<file path="config.mk">
export PLATFORM = sky130hd
export DESIGN_NAME = dlf_gear_ctrl
export DESIGN_NICKNAME = d
export VERILOG_FILES = /design/src/rtl/dlf_gear_ctrl.sv
export SDC_FILE = /design/constraint.sdc
export NUM_CORES = 1
export LEC_CHECK = 0
export CORE_AREA = 4 4 175 177
export CTS_CLUSTER_SIZE = 30
export DETAILED_ROUTE_END_ITERATION = 7
export DIE_AREA = 0 0 179 181
export HOLD_SLACK_MARGIN = 0.02
export PLACE_DENSITY = 0.67
export SLEW_MARGIN = 10
export SYNTH_ARGS = -nofsm -noshare
export SYNTH_HDL_FRONTEND = slang
export SYNTH_SLANG_ARGS = --single-unit
</file>
<file path="constraint.sdc">
create_clock -name clk -period 3.95 [get_ports clk]
set_input_delay 0.9875 -clock clk [delete_from_list [all_inputs] [get_ports clk]]
set_output_delay 0.9875 -clock clk [all_outputs]
set_load 0.05 [all_outputs]
</file>
<file path="src/rtl/dlf_gear_ctrl.sv">
// dlf_gear_ctrl: bandwidth gear-shift sequencer for the digital loop filter.
// Starts the loop on wide acquisition coefficients, watches |err| for lock,
// moves to narrow tracking coefficients once locked and falls back to
// acquisition when lock is lost.
//
// state    | meaning
// ---------+----------------------------------------------------------
// IDLE     | filter disabled, coefficients hold last value
// LOAD_ACQ | one cycle: load acquisition set, clear counters
// ACQ      | filter running, settle dwell before lock monitoring
// MONITOR  | count consecutive good samples toward lock
// SWITCH   | one cycle: load tracking set with filter kept running
// TRACK    | locked; count consecutive bad samples toward lock loss
// FAIL     | acquisition timed out, filter disabled, wait for start
module dlf_gear_ctrl #(
  parameter int CNT_W = 16,
  parameter int LCK_W = 8
) (
  input  logic             clk,
  input  logic             rstn,
  input  logic             start,
  input  logic             stop,
  input  logic [15:0]      err_in,
  input  logic [63:0]      acq_coef,
  input  logic [63:0]      trk_coef,
  input  logic [CNT_W-1:0] settle_cycles,
  input  logic [CNT_W-1:0] timeout_cycles,
  input  logic [15:0]      lock_thr,
  input  logic [15:0]      unlock_thr,
  input  logic [LCK_W-1:0] lock_cnt,
  output logic             dlf_en,
  output logic [15:0]      dlf_a2,
  output logic [15:0]      dlf_a3,
  output logic [15:0]      dlf_b1,
  output logic [15:0]      dlf_b2,
  output logic             locked,
  output logic             fail,
  output logic             lock_lost,
  output logic [2:0]       state
);

  typedef enum logic [2:0] {
    S_IDLE     = 3'd0,
    S_LOAD_ACQ = 3'd1,
    S_ACQ      = 3'd2,
    S_MONITOR  = 3'd3,
    S_SWITCH   = 3'd4,
    S_TRACK    = 3'd5,
    S_FAIL     = 3'd6
  } state_t;

  state_t           r_state;
  state_t           w_state_nxt;

  logic [CNT_W-1:0] r_dwell;
  logic [CNT_W-1:0] r_tmo;
  logic [LCK_W-1:0] r_good;
  logic [LCK_W-1:0] r_bad;

  logic [15:0]      w_err_mag;
  logic             w_good;
  logic             w_bad;
  logic [CNT_W-1:0] w_settle_req;
  logic [LCK_W-1:0] w_lock_req;
  logic [CNT_W-1:0] w_dwell_inc;
  logic [CNT_W-1:0] w_tmo_inc;
  logic [LCK_W-1:0] w_good_inc;
  logic [LCK_W-1:0] w_bad_inc;
  logic             w_dwell_done;
  logic             w_tmo_hit;
  logic             w_good_done;
  logic             w_bad_done;

  // Error magnitude; the most negative code saturates so it stays in 15 bits
  always_comb begin
    w_err_mag = err_in;
    if (err_in[15]) begin
      if (err_in == 16'h8000) w_err_mag = 16'h7fff;
      else                    w_err_mag = ~err_in + 16'd1;
    end
  end

  assign w_good = (w_err_mag <= lock_thr);
  assign w_bad  = (w_err_mag >  unlock_thr);

  // Zero-valued dwell and lock counts behave as one cycle / one sample
  assign w_settle_req = (settle_cycles == '0) ? CNT_W'(1) : settle_cycles;
  assign w_lock_req   = (lock_cnt == '0)      ? LCK_W'(1) : lock_cnt;

  assign w_dwell_inc  = r_dwell + CNT_W'(1);
  assign w_tmo_inc    = r_tmo + CNT_W'(1);
  assign w_good_inc   = w_good ? (r_good + LCK_W'(1)) : '0;
  assign w_bad_inc    = w_bad  ? (r_bad + LCK_W'(1))  : '0;

  assign w_dwell_done = (w_dwell_inc >= w_settle_req);
  assign w_tmo_hit    = (timeout_cycles != '0) && (w_tmo_inc == timeout_cycles);
  assign w_good_done  = (w_good_inc >= w_lock_req);
  assign w_bad_done   = (w_bad_inc >= w_lock_req);

  // Next-state decode; stop wins over everything, timeout wins over progress
  always_comb begin
    w_state_nxt = r_state;
    if (stop) begin
      w_state_nxt = S_IDLE;
    end else begin
      case (r_state)
        S_IDLE:     if (start) w_state_nxt = S_LOAD_ACQ;
        S_LOAD_ACQ: w_state_nxt = S_ACQ;
        S_ACQ: begin
          if (w_tmo_hit)         w_state_nxt = S_FAIL;
          else if (w_dwell_done) w_state_nxt = S_MONITOR;
        end
        S_MONITOR: begin
          if (w_tmo_hit)        w_state_nxt = S_FAIL;
          else if (w_good_done) w_state_nxt = S_SWITCH;
        end
        S_SWITCH:   w_state_nxt = S_TRACK;
        S_TRACK:    if (w_bad_done) w_state_nxt = S_LOAD_ACQ;
        S_FAIL:     if (start) w_state_nxt = S_LOAD_ACQ;
        default:    w_state_nxt = S_IDLE;
      endcase
    end
  end

  // State register with outputs registered from the state being entered
  always_ff @(posedge clk or negedge rstn) begin
    if (!rstn) begin
      r_state   <= S_IDLE;
      dlf_en    <= 1'b0;
      locked    <= 1'b0;
      fail      <= 1'b0;
      lock_lost <= 1'b0;
    end else begin
      r_state   <= w_state_nxt;
      dlf_en    <= (w_state_nxt == S_ACQ)    || (w_state_nxt == S_MONITOR) ||
                   (w_state_nxt == S_SWITCH) || (w_state_nxt == S_TRACK);
      locked    <= (w_state_nxt == S_TRACK);
      fail      <= (w_state_nxt == S_FAIL);
      lock_lost <= (r_state == S_TRACK) && (w_state_nxt == S_LOAD_ACQ);
    end
  end

  // Coefficient buses only change in the two load states; stop aborts a load
  always_ff @(posedge clk or negedge rstn) begin
    if (!rstn) begin
      dlf_a2 <= '0;
      dlf_a3 <= '0;
      dlf_b1 <= '0;
      dlf_b2 <= '0;
    end else if (!stop && (r_state == S_LOAD_ACQ)) begin
      {dlf_a2, dlf_a3, dlf_b1, dlf_b2} <= acq_coef;
    end else if (!stop && (r_state == S_SWITCH)) begin
      {dlf_a2, dlf_a3, dlf_b1, dlf_b2} <= trk_coef;
    end
  end

  // Dwell, timeout and consecutive-sample counters; cleared outside their phase
  always_ff @(posedge clk or negedge rstn) begin
    if (!rstn) begin
      r_dwell <= '0;
      r_tmo   <= '0;
      r_good  <= '0;
      r_bad   <= '0;
    end else begin
      case (r_state)
        S_ACQ: begin
          r_dwell <= w_dwell_inc;
          r_tmo   <= w_tmo_inc;
        end
        S_MONITOR: begin
          r_tmo  <= w_tmo_inc;
          r_good <= w_good_inc;
        end
        S_TRACK: begin
          r_bad <= w_bad_inc;
        end
        default: begin
          r_dwell <= '0;
          r_tmo   <= '0;
          r_good  <= '0;
          r_bad   <= '0;
        end
      endcase
    end
  end

  assign state = r_state;

endmodule

</file>
## Word level (Yosys, flattened, before mapping)

Cells that the tools add are included.

- Output and inout port bits: 71
- Bits in registers: 119
- Input bits: 220

- Bitwise operators: 1
- Muxes and demuxes: 26
- Reduce and logical (&&, ||, !) cells: 17
- $lt $le $gt $ge: 5
- Equal/unequal tests: 14
- Add/subtract/negate cells: 5

Operators by type and width:

| kind | count |
|---|---|
| two-way mux 16 bit | 11 |
| one-hot mux 16 bit (2 select lines) | 2 |
| adder 16 x 1 -> 16 bit, second input constant | 3 |
| one-hot mux 8 bit (2 select lines) | 2 |
| two-way mux 8 bit | 3 |
| two-way mux 3 bit | 7 |
| == test 3 bit, second input constant | 6 |
| one-hot mux 3 bit (6 select lines) | 1 |
| adder 8 x 1 -> 8 bit, second input constant | 2 |
| == test 16 bit | 1 |
| == test 16 bit, second input constant | 1 |
| >= comparator 16 bit | 1 |
| >= comparator 8 bit | 2 |
| greater-than comparator 16 bit | 1 |
| <= comparator 16 bit | 1 |
| zero test 16 bit | 1 |
| inverter 16 bit | 1 |
| nonzero test 16 bit | 1 |
| == test 3 x 2 -> 1 bit, second input constant | 4 |
| zero test 8 bit | 1 |
| OR reduction 2 bit | 4 |
| == test 3 x 1 -> 1 bit, second input constant | 2 |
| logical AND 1 bit | 4 |
| zero test 3 bit | 1 |
| 3 further kinds | 5 |

## Logic depth before layout (Yosys ltp)

- Depth in word-level cells: 15
- Mapped depth: 27
- Depth with buffers taken out: 26

## Least setup slack after synthesis

Ideal clock, no wire load.

- Path type: input-to-reg
- From: input err_in[0]
- To: register locked
- Stages: 24
- Required time: 3884 ps
- Arrival: 5954 ps
- Path slack: -2070 ps
- Path buffers: 1
- Cell sequence: inv_1 ha_1 nand2_1 or3_1 or2_2 or4_1 clkbuf_1 nand2_1 ha_1 a21o_1 a21o_1 a221oi_1 o221a_2 a31oi_1 or2_2 ha_1 nand2b_1 a21o_1 a21oi_1 o21ai_0 o41ai_1 a21bo_2 o311ai_1 and2_1

- Word-level cells in the longest chain between the ends: 12
- Elaborated cells on any way between the ends: 17
- Those cells by class: add/sub: 1; order compare: 4; eq/ne: 2; mux: 9; bitwise: 1

RTL lines:

| what | RTL line | source |
|---|---|---|
| start, declared | 23 | `input logic [15:0] err_in,` |
| inverter 16 bit | 79 | `else w_err_mag = ~err_in + 16'd1;` |
| adder 16 x 1 -> 16 bit | 79 |  |
| two-way mux 16 bit | 78 | `if (err_in == 16'h8000) w_err_mag = 16'h7fff;` |
| two-way mux 16 bit * | 77 | `if (err_in[15]) begin` |
| <= comparator 16 bit | 83 | `assign w_good = (w_err_mag <= lock_thr);` |
| two-way mux 8 bit | 92 | `assign w_good_inc = w_good ? (r_good + LCK_W'(1)) : '0;` |
| >= comparator 8 bit | 97 | `assign w_good_done = (w_good_inc >= w_lock_req);` |
| two-way mux 3 bit | 115 | `else if (w_good_done) w_state_nxt = S_SWITCH;` |
| two-way mux 3 bit | 114 | `if (w_tmo_hit) w_state_nxt = S_FAIL;` |
| one-hot mux 3 bit (6 select lines) * | 106 | `case (r_state)` |
| two-way mux 3 bit * | 103 | `if (stop) begin` |
| == test 3 bit * | 137 | `locked <= (w_state_nxt == S_TRACK);` |
| end signal, assigned | 137 |  |
| end, declared | 36 | `output logic locked,` |

Every way passes the cells marked *; elsewhere a longest branch is shown, timed or not.
A chain may end at the register's enable or synchronous reset.

## Worst setup path in the final report

- From: input err_in[0]
- To: register dlf_en

- Word-level cells in the longest chain between the ends: 15
- Elaborated cells on any way between the ends: 23
- Those cells by class: add/sub: 1; order compare: 4; eq/ne: 5; mux: 9; bitwise: 1; reduce/logical: 3

RTL lines:

| what | RTL line | source |
|---|---|---|
| inverter 16 bit | 79 |  |
| adder 16 x 1 -> 16 bit | 79 |  |
| two-way mux 16 bit | 78 |  |
| two-way mux 16 bit * | 77 |  |
| <= comparator 16 bit | 83 |  |
| two-way mux 8 bit | 92 |  |
| >= comparator 8 bit | 97 |  |
| two-way mux 3 bit | 115 |  |
| two-way mux 3 bit | 114 |  |
| one-hot mux 3 bit (6 select lines) * | 106 |  |
| two-way mux 3 bit * | 103 |  |
| == test 3 x 2 -> 1 bit | 135 | `dlf_en <= (w_state_nxt == S_ACQ) \|\| (w_state_nxt == S_MONITOR) \|\|` |
| logical OR 1 bit (2 in series) | 135 |  |
| logical OR 1 bit * | 136 | `(w_state_nxt == S_SWITCH) \|\| (w_state_nxt == S_TRACK);` |
| end signal, assigned | 135 |  |
| end, declared | 31 | `output logic dlf_en,` |

Marked as above.

==> run metrics <==
result of the run finished with violations; violations in the final reports setup timing; number of cell rows 63; TritonCTS clock tree done; standard cell core area 0.0292 mm^2; vias per inst 4.91; number of enable flip-flop cells after synthesis 0; worst reg2reg setup slack 0.31 ns; worst reg2reg startpoint r_dwell[0]; part of the cycle the worst path needs 135%; post-route minimum period 5.35 ns; sequential fraction of the synthesis area 34.7%; global-route usage over all layers 17.1%; cell taking the most area after synthesis sky130_fd_sc_hd__dfrtp_1; fmax 187 MHz; number of fill cells 2,796; largest incremental delay on the critical path 0.48 ns; floorplan die width 179 um; Hold Violations, Final 0; leading cell types by total area after synthesis sky130_fd_sc_hd__dfrtp_1 35%, sky130_fd_sc_hd__ha_1 10%, sky130_fd_sc_hd__mux2i_1 7.7%, sky130_fd_sc_hd__o21ai_0 7.6%, sky130_fd_sc_hd__nand2_1 5.8%; global-route wire length before repair 44.8 mm; worst skew pair latency 0.43 ns; most common cell in the netlist sky130_fd_sc_hd__nand2_1; area grow syn2layout 56.7%; Initial Util 29.3%; cell count after synthesis 994; worst setup skew after layout 0.0171 ns; data required time of the worst path 4.24 ns; RSZ-0062 raised after global routing true; overall die area 0.0324 mm^2; count of pins on the block boundary 291; start point of the critical path err_in[0]; share of final-layout standard cells stronger than drive strength 1 14.1%; antenna violations before repair 5; Mapped Nets 1,283; First DRT Iteration DRCs 329; Worst Setup Start Kind primary input; clock-pin slew of the registers on the worst-case setup and hold paths 0.06 ns; Num CTS Buffers 17; area share of the largest cell type after synthesis 34.7%; pin count of the biggest net entering global routing 80; CP max stage cell sky130_fd_sc_hd__or4_4; critical path data arrival time 5.64 ns; detailed-routing iteration count for the pre-antenna-repair pass 7; Netlist Area Pre-Place 0.00857 mm^2; die outline height 181 um; normalized max-slew margin 42.0%; static leakage 0.00587 uW; hold wc startpoint r_tmo[15]; Final Max Slew Viols 0; Congestion Overflow GR 0; number of global-route vias before repair 8,571; final estimated routing congestion in global placement 0.864; total of max-cap violations 0; placed wire-length estimate after detailed placement 22.7 mm; setup slack of the critical path after layout -1.40 ns; power density over cell area 406 mW/mm^2; top cells by count, synth 132 x sky130_fd_sc_hd__nand2_1, 130 x sky130_fd_sc_hd__o21ai_0, 119 x sky130_fd_sc_hd__dfrtp_1, 69 x sky130_fd_sc_hd__ha_1; kind of capture point of the worst setup path register; number of antenna-violating nets in the routed design 0; Routed wire per std cell 16.5 um; Critical Setup Path Class primary input to register; post-layout total power 5450 uW; post-detailed-route DRC marker count 0; transition time at the pin with the least slew margin 0.870 ns; worst min path class register to register; peak supply drop 234 uV; synthesis warning total 0; Seq cells post-synth 119; final setup violation count 20; deepest level of the CTS H-tree 4; vias 8,585; maximum fanout encountered on the critical timing path 6; ys flop type sky130_fd_sc_hd__dfrtp_1; mean cell area of the mapped netlist 8.62 um^2; number of nets in the finished design 1,628; Routed WL 28.8 mm; Port-buffer cells 290; share of flip-flops with an asynchronous set or reset 100%; cell at the root of the clock tree sky130_fd_sc_hd__clkbuf_16; Cell variety after synth 66; maximum clock insertion buffer count 2; Final Util 45.9%; clock sink total 119
## cell usage in the layout, fill, tap and decap left out, types with 16 or more instances in the layout
master                            Yosys  final
sky130_fd_sc_hd__a21o_1              17     17
sky130_fd_sc_hd__a21oi_1             35     31
sky130_fd_sc_hd__and3_1              19     19
sky130_fd_sc_hd__buf_4                1     76
sky130_fd_sc_hd__clkbuf_16            0     17
sky130_fd_sc_hd__clkdlybuf4s50_1      0    278
sky130_fd_sc_hd__dfrtp_1            119    119
sky130_fd_sc_hd__ha_1                69     62
sky130_fd_sc_hd__inv_1               66     64
sky130_fd_sc_hd__mux2i_1             66     66
sky130_fd_sc_hd__nand2_1            132    129
sky130_fd_sc_hd__nand3_1             16     16
sky130_fd_sc_hd__nor2_1              38     36
sky130_fd_sc_hd__o21ai_0            130    116
sky130_fd_sc_hd__xnor2_1             18     18
sky130_fd_sc_hd__xor2_1              25     25
## layout make-up
class,instances,area (um^2),share of cell area [%]
Antenna cell,5,12.5,0.0932
Sequential cell,119,2980,22.2
Clock buffer,17,425,3.17
Tap cell,390,488,3.63
Clock inverter,15,154,1.15
Multi-Input combinational cell,759,5500,41.0
Inverter,67,269,2.00
Timing Repair Buffer,375,3600,26.8
## state kept, by name, summed over array words and instances (netlist names)
register,cells
dlf_a2,16
dlf_a3,16
dlf_b1,16
dlf_b2,16
r_dwell,16
r_tmo,16
r_bad,8
r_good,8
state,3
dlf_en,1
fail,1
lock_lost,1
locked,1
## metrics by stage
step / std cells / setup slack (ns) / setup TNS [ns] / hold WS (ns) / cell area [um^2]
2_1_floorplan: 994 / -1.57 / -13.90 / 0.464 / 8730
3_3_place_gp: 1697 / -2.50 / -36.07 / 0.478 / 12500
3_5_place_dp: 1697 / -2.57 / -37.97 / 0.497 / 12500
4_1_cts: 1738 / -1.41 / -10.89 / 0.511 / 13300
5_1_grt: 1746 / -1.58 / -14.50 / 0.540 / 13400
6_report: 1747 / -1.40 / -11.74 / 0.507 / 13400
## power by group
group	switching, uW	internal (uW)
logic	1420	913
registers	137	1460
clock network	681	841
total	2240	3210
## what timing repair did
item,4_1_cts,5_1_grt
gates resized for setup,65,25
hold buffers,0,0
pin swaps,36,17
buffers inserted,10,6
setup endpoints to repair,23,23
## layer usage
| metal | track usage, % | vias up | wire [um] |
|---|---|---|---|
| li1 | - | 4270 | - |
| met1 | 20.3 | 3982 | 11700 |
| met2 | 29.6 | 293 | 14300 |
| met3 | 4.12 | 38 | 2110 |
| met4 | 6.54 | 2 | 689 |
| met5 | 0 | - | 13 |
## critical path: cells and delay by family
kind,cells,cell delay [ns]
simple gates,7,1.56
compound gates,11,1.93
fa+ha+maj,3,0.52
mux,1,0.13
buf+inv,4,0.48
## logic make-up after synthesis
family                     synth area share, %
muxes                                     7.84
AOI/OAI and AO/OA                         19.4
and+or+nand+nor                           18.3
adders and majority gates                 10.1
DFF                                       34.7
xor gates and xnor gates                  4.39
buffers and inverters                     5.29
## final timing paths
kind | end | cells past startpoint
max | dlf_en | 26
min | r_tmo[15] | 1
max reg2reg | locked | 15
min reg2reg | r_tmo[15] | 1
max in group asynchronous | dlf_a3[1] | 2
min in group asynchronous | dlf_b2[10] | 1
(Power assumes the default switching activity.)
